<file path="src/rtl/vga_pixel_fetch.sv">
// vga_pixel_fetch
// Pixel-supply stage in front of the VGA timing/output block. Source pixels are
// buffered in a small synchronous FIFO. The stream is locked to the raster using
// start-of-frame markers plus a vsync pulse. One pixel is then delivered per
// active-display cycle as registered 10-bit R/G/B.
// On misalignment or starvation the block drives black and re-locks on the next
// frame start.
//
// Optional feature macro: VGA_PIXFETCH_STATS_EN
//   Defined   -> underflow_cnt counts starved active cycles (saturating).
//   Undefined -> underflow_cnt is tied to zero.
//
// Ports
//   CLK            pixel clock, all logic on its rising edge
//   RST            asynchronous active-high reset
//   s_valid        source pixel valid
//   s_sof          source pixel is the first pixel of a frame
//   s_data[29:0]   source pixel {R,G,B}, 10 bits each
//   s_ready        FIFO not full (combinational)
//   disp_en        current cycle is an active display pixel
//   vsync_n        active-low vertical sync from the timing block
//   pix_r/g/b      registered output pixel, one cycle behind disp_en
//   locked         high while the fetch FSM is in RUN
//   underflow_cnt  starvation counter (see macro above)

module vga_pixel_fetch #(
    parameter int HDISP = 640,
    parameter int VDISP = 480,
    parameter int DEPTH = 16
) (
    input  logic        CLK,
    input  logic        RST,
    input  logic        s_valid,
    input  logic        s_sof,
    input  logic [29:0] s_data,
    output logic        s_ready,
    input  logic        disp_en,
    input  logic        vsync_n,
    output logic [9:0]  pix_r,
    output logic [9:0]  pix_g,
    output logic [9:0]  pix_b,
    output logic        locked,
    output logic [15:0] underflow_cnt
);

    localparam int AW   = $clog2(DEPTH);
    localparam int PW   = AW + 1;
    localparam int PIXN = HDISP * VDISP;
    localparam int CW   = $clog2(PIXN);
    localparam logic [CW-1:0] LAST = CW'(PIXN - 1);

    typedef enum logic [1:0] {SEEK, ARMED, RUN} state_t;

    state_t        r_state;
    state_t        w_next;
    logic [30:0]   r_mem [DEPTH];
    logic [PW-1:0] r_wptr;
    logic [PW-1:0] r_rptr;
    logic [CW-1:0] r_cnt;
    logic          r_vs;
    logic [29:0]   r_pix;
    logic          r_locked;

    logic          w_empty;
    logic          w_full;
    logic          w_push;
    logic          w_pop;
    logic          w_consume;
    logic          w_cnt_clr;
    logic          w_cnt_inc;
    logic          w_head_sof;
    logic [29:0]   w_head_data;
    logic [CW-1:0] w_idx;
    logic [29:0]   w_pix_d;

    // FIFO status: the extra pointer MSB distinguishes full from empty.
    assign w_empty     = (r_wptr == r_rptr);
    assign w_full      = (r_wptr[AW] != r_rptr[AW]) &&
                         (r_wptr[AW-1:0] == r_rptr[AW-1:0]);
    assign s_ready     = !w_full;
    assign w_push      = s_valid && !w_full;
    assign w_head_sof  = r_mem[r_rptr[AW-1:0]][30];
    assign w_head_data = r_mem[r_rptr[AW-1:0]][29:0];

    // Index of the pixel a RUN cycle would deliver; r_cnt holds the last one.
    assign w_idx = r_cnt + CW'(1);

    always_ff @(posedge CLK) begin
        if (w_push) begin
            r_mem[r_wptr[AW-1:0]] <= {s_sof, s_data};
        end
    end

    always_ff @(posedge CLK or posedge RST) begin
        if (RST) begin
            r_wptr <= '0;
            r_rptr <= '0;
        end else begin
            if (w_push) r_wptr <= r_wptr + PW'(1);
            if (w_pop)  r_rptr <= r_rptr + PW'(1);
        end
    end

    // State register
    always_ff @(posedge CLK or posedge RST) begin
        if (RST) begin
            r_state <= SEEK;
        end else begin
            r_state <= w_next;
        end
    end

    // Next-state logic. ARMED drops back to SEEK when the head is not a frame
    // start, which happens after a frame that was shifted by starvation.
    always_comb begin
        w_next = r_state;
        case (r_state)
            SEEK: begin
                if (!w_empty && w_head_sof) w_next = ARMED;
            end
            ARMED: begin
                if (!w_empty) begin
                    if (!w_head_sof)           w_next = SEEK;
                    else if (r_vs && disp_en)  w_next = RUN;
                end
            end
            RUN: begin
                if (disp_en) begin
                    if (!w_empty && w_head_sof) w_next = ARMED;
                    else if (w_idx == LAST)     w_next = ARMED;
                end
            end
            default: w_next = SEEK;
        endcase
    end

    // Output/datapath control. A misaligned sof in RUN is left at the head so
    // that ARMED can relock on it directly.
    always_comb begin
        w_pop     = 1'b0;
        w_consume = 1'b0;
        w_cnt_clr = 1'b0;
        w_cnt_inc = 1'b0;
        case (r_state)
            SEEK: begin
                w_pop = !w_empty && !w_head_sof;
            end
            ARMED: begin
                if (!w_empty && w_head_sof && r_vs && disp_en) begin
                    w_pop     = 1'b1;
                    w_consume = 1'b1;
                    w_cnt_clr = 1'b1;
                end
            end
            RUN: begin
                if (disp_en) begin
                    if (w_empty) begin
                        w_cnt_inc = 1'b1;
                    end else if (!w_head_sof) begin
                        w_pop     = 1'b1;
                        w_consume = 1'b1;
                        w_cnt_inc = 1'b1;
                    end
                end
            end
            default: ;
        endcase
    end

    assign w_pix_d = w_consume ? w_head_data : 30'd0;

    // Pixel counter, vsync sticky flag, output pixel and lock indication.
    always_ff @(posedge CLK or posedge RST) begin
        if (RST) begin
            r_cnt    <= '0;
            r_vs     <= 1'b0;
            r_pix    <= '0;
            r_locked <= 1'b0;
        end else begin
            if (w_cnt_clr)      r_cnt <= '0;
            else if (w_cnt_inc) r_cnt <= w_idx;
            if (r_state == ARMED && w_next == RUN) r_vs <= 1'b0;
            else if (!vsync_n)                     r_vs <= 1'b1;
            r_pix    <= w_pix_d;
            r_locked <= (w_next == RUN);
        end
    end

    assign pix_r  = r_pix[29:20];
    assign pix_g  = r_pix[19:10];
    assign pix_b  = r_pix[9:0];
    assign locked = r_locked;

`ifdef VGA_PIXFETCH_STATS_EN
    logic        w_starve;
    logic [15:0] r_uf;

    assign w_starve = (r_state == RUN) && disp_en && w_empty;

    // Starvation counter, saturating so it never wraps back to a clean value.
    always_ff @(posedge CLK or posedge RST) begin
        if (RST) begin
            r_uf <= 16'h0000;
        end else if (w_starve && r_uf != 16'hFFFF) begin
            r_uf <= r_uf + 16'd1;
        end
    end

    assign underflow_cnt = r_uf;
`else
    assign underflow_cnt = 16'h0000;
`endif

endmodule

</file>
<file path="config.mk">
export PLATFORM = sky130hd
export DESIGN_NAME = vga_pixel_fetch
export DESIGN_NICKNAME = d
export VERILOG_FILES = /design/src/rtl/vga_pixel_fetch.sv
export SDC_FILE = /design/constraint.sdc
export NUM_CORES = 1
export LEC_CHECK = 0
export ABC_AREA = 1
export ABC_CLOCK_PERIOD_IN_PS = 4200
export CORE_MARGIN = 1.5
export CORE_UTILIZATION = 35
export DETAILED_ROUTE_END_ITERATION = 12
export PLACE_DENSITY = 0.57
export SLEW_MARGIN = 20
export SYNTH_ARGS = -nofsm -noshare
export SYNTH_HDL_FRONTEND = slang
export SYNTH_SLANG_ARGS = --single-unit
</file>
<file path="constraint.sdc">
create_clock -name CLK -period 4.2 [get_ports CLK]
set_clock_uncertainty 0.15 [all_clocks]
set_input_delay 1.26 -clock CLK [delete_from_list [all_inputs] [get_ports CLK]]
set_output_delay 1.26 -clock CLK [all_outputs]
set_load 0.02 [all_outputs]
</file>
==> results.toml, run 1 <==
[outcome]
outcome = "complete, no violations"

[sta]
final_hold_viol_count = 0
period_minus_slack_ns = 3.777
fmax_mhz = 264.8
relSlewSlack = 0.3954
worst_slew_pin_slew_ns = 0.9069
rsz0062_at_grt = "false"
drv_slew = 0
finalSetupViolCount = 0
final.period_utilization = 0.8992
fin_tns_setup_ns = 0

[worst_setup_path]
critical_path_class = "register to output port"
endpoint_kind = "output port"
critPathArrivalTime_ns = 2.37
crit_buf_inv = 1
cp_max_fo = 8
crit_required_ns = 2.79
path_delay_family = "buffers and inverters"
startpoint_type = "register"
max_stage_delay_ns = 0.59
worstPathCellList = "xor2_1 > nor2_1 > nand3_1 > clkdlybuf4s50_1"
cp_slowest_cell = "clkdlybuf4s50_1"

[die]
die_w_um = 257.2
dieArea_mm2 = 0.06613
die_y_um = 257.2
core_area_mm2 = 0.06343
initial_core_util = 0.3564
rows = 92
pin_count = 84

[cells_and_area]
n_antenna_cell = 0
stdcell_area_mm2 = 0.02614
fillers = 5783
fin_nets = 1890
syn_to_final_growth_pct = 15.62
drive_above_1_share = 0.09862

[detailed_routing]
via_per_inst = 5.183
drc = 0
drt-total-wl_um = 56520
wl_per_cell_um = 20.69
drtPass1Iterations = 5
via_count = 14160
drtIter0Drc = 1451
postRouteAntennaNets = 0

[synth]
synth-simple-area-share = 0.1116
synthCells = 1777
ys_types = 36
synth_area_mm2 = 0.02261
synth_top_family_by_area = "compound AO/OA/AOI/OAI gates"
synth_fa_ha_area_frac = 0.006088
ys_warn_count = 0
synth-xor-area-share = 0.004649
synth_seq_cells = 559
seq_area_frac_synth = 0.7285
syn_area_per_cell_um2 = 12.72
synth_compound_area_frac = 0.1141
synth.area.mux_share = 0

[clock_tree]
cts_buffer_depth = 3
clock_sinks = 559
cts_tree = "done"
ctsResizeCount = 0
h-tree-depth = 2
clk_pin_slew_ns = 0.06
cts_buffers = 57
cts_hold_buf = 0
clock-root-buffer = "clkbuf_16"
cts_setup_buffers = 0
clock_latency_ns = 0.60

[global_route]
grt_overflow = 0
track_usage = 0.1693
antenna_found_initial = 1
grt_max_degree = 174
grt_pass1_wl_um = 86040
grt_pass1_vias = 14040

[pwr]
pwr_density_cell_mw_per_mm2 = 664.5
power_leakage_uw = 0.008968
ir_worst_vdd_uv = 606.6

[placement]
gp_congestion = 0.8147
dpl.hpwl_um = 32720
io_buffers = 67
placed_area_mm2 = 0.02445

[run]
max_cap_viol_count = 0

[min_path]
hp-class = "register to register"
==> cells by family after synthesis <==
group	Yosys count
other cells	1
xor+xnor	12
flops	559
compound gates	414
buf+inv	172
simple gates	608
fa+ha+maj	11
==> routing by layer <==
| layer | vias to the layer above | part of all wire | GRT usage |
|---|---|---|---|
| met5 | - | 0 | 0 |
| met4 | 0 | 0.017 | 0.03889 |
| met3 | 72 | 0.061 | 0.02906 |
| met2 | 404 | 0.47 | 0.2739 |
| met1 | 7118 | 0.45 | 0.2381 |
| li1 | 6566 | - | - |
==> cell type report <==
type / instances / area [um2] / share of cell area
tap: 846 / 1059 / 0.04049
timing repair buffer: 112 / 1171 / 0.04480
clock inverter: 29 / 163.9 / 0.006270
multi-input combinational: 1061 / 5532 / 0.2116
clock buffer: 73 / 1529 / 0.05849
inverter: 52 / 206.4 / 0.007898
sequential: 559 / 16480 / 0.6304
==> final timing paths <==
path                           start         to  slack (ns)  depth (start not counted)
max                        r_rptr[3]    s_ready        0.42                          4
min                        r_rptr[4]  r_rptr[4]        0.33                          2
max reg2reg                r_rptr[0]  r_pix[28]        1.05                         13
min reg2reg                r_rptr[4]  r_rptr[4]        0.33                          2
max in group asynchronous        RST  r_pix[12]        2.29                          3
min in group asynchronous        RST   r_cnt[3]        0.84                          2
==> report_power, final <==
part           leakage [uW]  internal, uW  switching, uW
Sequential          0.00532          6760            300
Combinational       0.00283          1700           3950
Clock              0.000817          2610           2050
Total               0.00897         11100           6300
==> state kept, by name, summed over array words and instances, names as in the netlist <==
register and flops:
r_state 2, r_wptr 5, r_rptr 5, r_pix 30, locked 1, r_cnt 19
r_vs 1, r_mem 496
==> layout by cell type (no fill, tap or decap), types with 13 or more instances in the layout <==
cell type,n
clkbuf_1,14
nor3_2,18
nand3_1,43
a22oi_1,58
a221oi_1,19
nor2_1,59
buf_4,32
dfrtp_1,60
a32o_1,29
o21ai_0,58
clkdlybuf4s50_1,67
nor2_4,18
buf_12,13
clkinv_1,18
nand2_1,447
conb_1,16
clkbuf_16,59
a21oi_1,208
inv_1,44
edfxtp_1,496
==> metrics by stage <==
stage / setup slack, ns / utilization / power, uW / hold WS, ns / instances
after floorplan: 0.6639 / - / 10840 / 0.2992 / 1792
after global placement: 0.5758 / 0.3854 / 12750 / 0.3262 / 2630
after detailed placement: 0.5722 / 0.3854 / 12830 / 0.3205 / 2630
after CTS: 0.3782 / 0.4121 / 17510 / 0.3356 / 2732
after global routing: 0.3345 / 0.4121 / 18330 / 0.3827 / 2732
final: 0.4233 / 0.4121 / 17370 / 0.3289 / 2732
==> Yosys cell counts <==
master,number,area (um2)
nand3b_1,2,15.01
nand2_2,4,25.02
o311ai_0,11,96.34
a211oi_2,11,137.6
xor2_1,11,96.34
o21ai_1,8,40.04
a221oi_1,19,166.4
or2_2,2,12.51
a32o_1,29,290.3
a21oi_1,208,1041
nor3_2,18,180.2
nor2_4,1,11.26
ha_1,11,137.6
a31oi_1,1,6.260
nor2_1,76,285.3
nor2_2,5,31.28
nand3_1,43,215.2
nand2_1,447,1678
clkbuf_1,49,183.9
o22ai_1,10,62.56
o211ai_2,1,12.51
dfrtp_1,63,1577
xnor2_1,1,8.760
nand4_2,1,12.51
o21ai_0,58,290.3
buf_2,25,125.1
buf_4,20,150.1
nand4_1,9,56.30
buf_1,21,78.83
buf_6,5,56.30
edfxtp_1,496,14890
conb_1,1,3.750
inv_2,6,22.52
inv_1,45,168.9
a22oi_1,58,435.4
clkinv_1,1,3.750
==> tightest hold or removal path, cell delays in order (launching register included) <==
cell and delay (ns):
dfrtp_1 0.34, o21ai_1 0.06, nand2_1 0.05
No activity file was read; power rests on OpenSTA's default activity.
==> run 2, diff against run 1 <==
--- a/config.mk
+++ b/config.mk
@@ -7,7 +7,6 @@
 export LEC_CHECK = 0
 export ABC_AREA = 1
 export ABC_CLOCK_PERIOD_IN_PS = 4200
-export CORE_MARGIN = 1.5
 export CORE_UTILIZATION = 35
 export DETAILED_ROUTE_END_ITERATION = 12
 export PLACE_DENSITY = 0.57
==> run 2 against run 1 <==
Clock power grew 4.9%. Critical endpoint unchanged. Cell count grew 0.11%. Sequential share of layout area decreased by 0.26 points. Non-clock buffer count is 2 lower. Largest cell class unchanged. Die area down 0.78%. First-iteration DRC count down 8.5%.
==> results.toml, run 2 (synthesized netlist as in run 1, its figures left out) <==
[clock_tree]
cts_buffer_depth = 3
cts_buffers = 57
clk_pin_slew_ns = 0.06
clock_latency_ns = 0.62
clock-root-buffer = "clkbuf_16"
cts_hold_buf = 0
ctsResizeCount = 0
cts_setup_buffers = 0
h-tree-depth = 2
clock_sinks = 559
cts_tree = "done"

[sta]
drv_slew = 0
relSlewSlack = 0.3819
period_minus_slack_ns = 3.820
worst_slack_ns = 0.3796
final_hold_viol_count = 0
finalSetupViolCount = 0
rsz0062_at_grt = "false"
fmax_mhz = 261.8
worst_slew_pin_slew_ns = 0.9271
fin_tns_setup_ns = 0
final.period_utilization = 0.9096

[pwr]
ir_worst_vdd_uv = 365.7
pwr_density_cell_mw_per_mm2 = 665.6
p_total_uw = 17470
power_leakage_uw = 0.009026

[placement]
place_inst = 2628
placed_area_mm2 = 0.02443
dpl.hpwl_um = 32100
place_ws_ns = 0.5980
gp_congestion = 0.7962
io_buffers = 67

[cells_and_area]
n_antenna_cell = 0
final_cells = 2735
layout_commonest_cell = "edfxtp_1"
syn_to_final_growth_pct = 16.10
fin_nets = 1888
largest_reg_flops = 496
stdcell_area_mm2 = 0.02625
drive_above_1_share = 0.1022
final_cell_mix = "edfxtp_1 (496), nand2_1 (447), a21oi_1 (208), clkdlybuf4s50_1 (67), dfrtp_1 (60)"

[worst_setup_path]
endpoint_kind = "output port"
cp_max_fo = 27
critical_path_class = "register to output port"
crit_required_ns = 2.79
startpoint_type = "register"
critPathArrivalTime_ns = 2.41

[die]
core_area_mm2 = 0.06343
die_y_um = 256.2
dieArea_mm2 = 0.06562
pin_count = 84
rows = 92
die_w_um = 256.2
initial_core_util = 0.3564

[global_route]
track_usage = 0.1705
grt_overflow = 0
grt_pass1_vias = 13850
grt_max_degree = 198
antenna_found_initial = 1
grt_pass1_wl_um = 85970

[detailed_routing]
wl_per_cell_um = 20.52
drc = 0
via_per_inst = 5.147
drt-total-wl_um = 56130
drtPass1Iterations = 5
postRouteAntennaNets = 0
via_count = 14080
drtIter0Drc = 1328

[run]
max_cap_viol_count = 0

[outcome]
outcome = "complete, no violations"

[min_path]
hp-class = "register to register"
[run 2: final timing paths]
path	startpoint	endpoint	slack [ns]	cells after the start
worst max-delay path	r_rptr[1]	s_ready	0.38	4
worst min-delay path	r_wptr[4]	r_wptr[4]	0.34	1
worst max register to register	r_rptr[0]	r_pix[19]	0.75	8
worst min register to register	r_wptr[4]	r_wptr[4]	0.34	1
max in group asynchronous	RST	r_rptr[1]	2.63	3
min in group asynchronous	RST	r_pix[24]	0.88	3
[run 2: cell type report]
class	instances	area (um2)
fillers	5823	37180
flip-flops and latches	559	16480
multi-input cells	1061	5532
clock buffers	78	1587
repair buffers	110	1156
well taps	846	1059
clock inverters	29	229.0
inverters	52	206.4
[run 2: where the power goes]
group	switching (uW)	leakage [uW]	total (uW)	internal, uW
clock network	2120	0.000884	4890	2770
logic	3830	0.00282	5490	1650
registers	337	0.00532	7100	6760
total	6280	0.00903	17500	11200
[run 2: per-stage QoR]
step	hold slack, ns	utilization
final	0.3351	0.4138
after global routing	0.3633	0.4138
after CTS	0.3376	0.4138
after detailed placement	0.3292	0.3852
after global placement	0.3124	0.3852
after floorplan	0.2992	-
[run 2: worst max-delay path, cell delays in order (launching register included)]
cell and delay (ns):
dfrtp_4 0.65, xor2_1 0.23, a21oi_1 0.18, nand3_1 0.17, clkdlybuf4s50_1 0.58
[run 2: routing by layer]
layer	global-route usage	up-vias	routed length, um
met2	0.2812	369	27270
met5	0	-	0
met4	0.03859	0	913
met3	0.03268	64	3174
li1	-	6572	-
met1	0.2323	7071	24780
==> run 3, diff against run 2 <==
--- a/config.mk
+++ b/config.mk
@@ -6,9 +6,10 @@
 export NUM_CORES = 1
 export LEC_CHECK = 0
 export ABC_AREA = 1
-export ABC_CLOCK_PERIOD_IN_PS = 4200
+export ABC_CLOCK_PERIOD_IN_PS = 4100
 export CORE_UTILIZATION = 35
 export DETAILED_ROUTE_END_ITERATION = 12
+export HOLD_SLACK_MARGIN = 0.02
 export PLACE_DENSITY = 0.57
 export SLEW_MARGIN = 20
 export SYNTH_ARGS = -nofsm -noshare
==> constraint.sdc (replaced) <==
create_clock -name CLK -period 4.1 [get_ports CLK]
set_clock_uncertainty 0.15 [all_clocks]
set_input_delay 1.23 -clock CLK [delete_from_list [all_inputs] [get_ports CLK]]
set_output_delay 1.23 -clock CLK [all_outputs]
set_load 0.02 [all_outputs]
==> run 3 against run 2 <==
Sequential power grew 2%. Register-to-register slack better by 0.07 ns. Critical path depth is the same. Utilization increased by 0.11 points. Hold slack better by 0.031 ns. Critical path type unchanged. Clock power rose by 5.5%. First-iteration DRC count shrank 6.8%. Setup slack improved by 0.067 ns.
==> results.toml, run 3 (synthesized netlist as in run 1, its figures left out) <==
[outcome]
outcome = "complete, no violations"

[detailed_routing]
drc = 0
drtIter0Drc = 1238
wl_per_cell_um = 20.50
drt-total-wl_um = 56070
drtPass1Iterations = 5
via_count = 14110
postRouteAntennaNets = 0
via_per_inst = 5.160

[die]
die_y_um = 256.2
die_w_um = 256.2
rows = 92
core_area_mm2 = 0.06343
pin_count = 84
initial_core_util = 0.3564
dieArea_mm2 = 0.06562

[cells_and_area]
final_cell_mix = "edfxtp_1 (496), nand2_1 (447), a21oi_1 (208), clkdlybuf4s50_1 (67), dfrtp_1 (60)"
fillers = 5867
syn_to_final_growth_pct = 16.41
layout_commonest_cell = "edfxtp_1"
fin_nets = 1889
final_core_utilization = 0.4149
largest_reg_flops = 496
n_antenna_cell = 0
drive_above_1_share = 0.1043

[worst_setup_path]
endpoint_kind = "output port"
cp_max_fo = 18
critPathArrivalTime_ns = 2.27
startpoint_type = "register"
crit_required_ns = 2.72
critical_path_class = "register to output port"

[clock_tree]
h-tree-depth = 2
cts_setup_buffers = 0
cts_buffers = 57
clk_pin_slew_ns = 0.06
cts_tree = "done"
cts_hold_buf = 0
clock-root-buffer = "clkbuf_16"
clock_sinks = 559
cts_buffer_depth = 3
ctsResizeCount = 0
clock_latency_ns = 0.61

[global_route]
grt_max_degree = 175
grt_overflow = 0
grt_pass1_vias = 14160
antenna_found_initial = 0
grt_pass1_wl_um = 85770
track_usage = 0.1692

[placement]
io_buffers = 67
dpl.hpwl_um = 32220
gp_congestion = 0.8073

[pwr]
clock_power_share = 0.286
seqPwrFrac = 0.402
power_leakage_uw = 0.009076
pwr_density_cell_mw_per_mm2 = 687.2
ir_worst_vdd_uv = 612.3
switchingPower_uw = 6412
comb_power_share = 0.312
intPower_uw = 11670
swShare = 0.3545

[run]
max_cap_viol_count = 0

[sta]
period_minus_slack_ns = 3.654
drv_slew = 0
fmax_mhz = 273.7
relSlewSlack = 0.2382
final.period_utilization = 0.8912
worst_slew_pin_slew_ns = 1.140
finalSetupViolCount = 0
rsz0062_at_grt = "false"
fin_tns_setup_ns = 0
final_hold_viol_count = 0

[min_path]
hp-class = "register to register"
==> run 3: power by group through the flow <==
| stage | registers, uW | clock network (uW) | logic [uW] |
|---|---|---|---|
| floorplan | 7310 | 0 | 3800 |
| global placement | 7370 | 0 | 5550 |
| detailed placement | 7390 | 0 | 5640 |
| CTS | 7280 | 5260 | 5670 |
| global route | 7340 | 5480 | 6240 |
| finish | 7270 | 5160 | 5650 |
==> run 3: worst paths after layout <==
kind	start	cells after the start	slack [ns]	to
worst min-delay path	r_rptr[4]	2	0.37	r_rptr[4]
worst max-delay path	r_rptr[2]	4	0.45	s_ready
min in group asynchronous	RST	2	0.88	r_cnt[6]
worst max register to register	r_rptr[0]	13	0.82	r_pix[21]
worst min register to register	r_rptr[4]	2	0.37	r_rptr[4]
max in group asynchronous	RST	3	2.15	r_pix[7]
==> run 3: per-stage QoR <==
stage	cell area (um2)	total power (uW)	setup slack, ns	hold slack [ns]	cells
detailed placement	24430	13030	0.5296	0.3454	2628
global placement	24430	12920	0.5437	0.3150	2628
global route	26320	19060	0.3465	0.3873	2735
finish	26320	18090	0.4461	0.3665	2735
floorplan	22660	11110	0.5939	0.2992	1792
CTS	26290	18200	0.3618	0.3626	2734
==> run 3: area by class of cell <==
type | count | area [um2] | share of cell area
sequential | 559 | 16480 | 0.6262
multi-input combinational | 1061 | 5532 | 0.2102
clock buffer | 76 | 1590 | 0.06043
timing repair buffer | 111 | 1184 | 0.04498
tap | 846 | 1059 | 0.04022
clock inverter | 30 | 267.8 | 0.01017
inverter | 52 | 206.4 | 0.007844
==> run 3: routing by layer <==
layer / routed length [um] / GRT usage / share of wire / vias up
met5: 0 / 0 / 0 / -
met4: 878 / 0.03693 / 0.016 / 0
met3: 2898 / 0.02991 / 0.052 / 65
met2: 27270 / 0.2797 / 0.49 / 372
met1: 25020 / 0.2322 / 0.45 / 7104
li1: - / - / - / 6572
==> run 3: worst max-delay path, stage by stage, from the launching register on <==
cell and delay [ns]:
dfrtp_2 0.56, xor2_1 0.22, nor2_1 0.15, nand3_1 0.16
clkdlybuf4s50_1 0.58
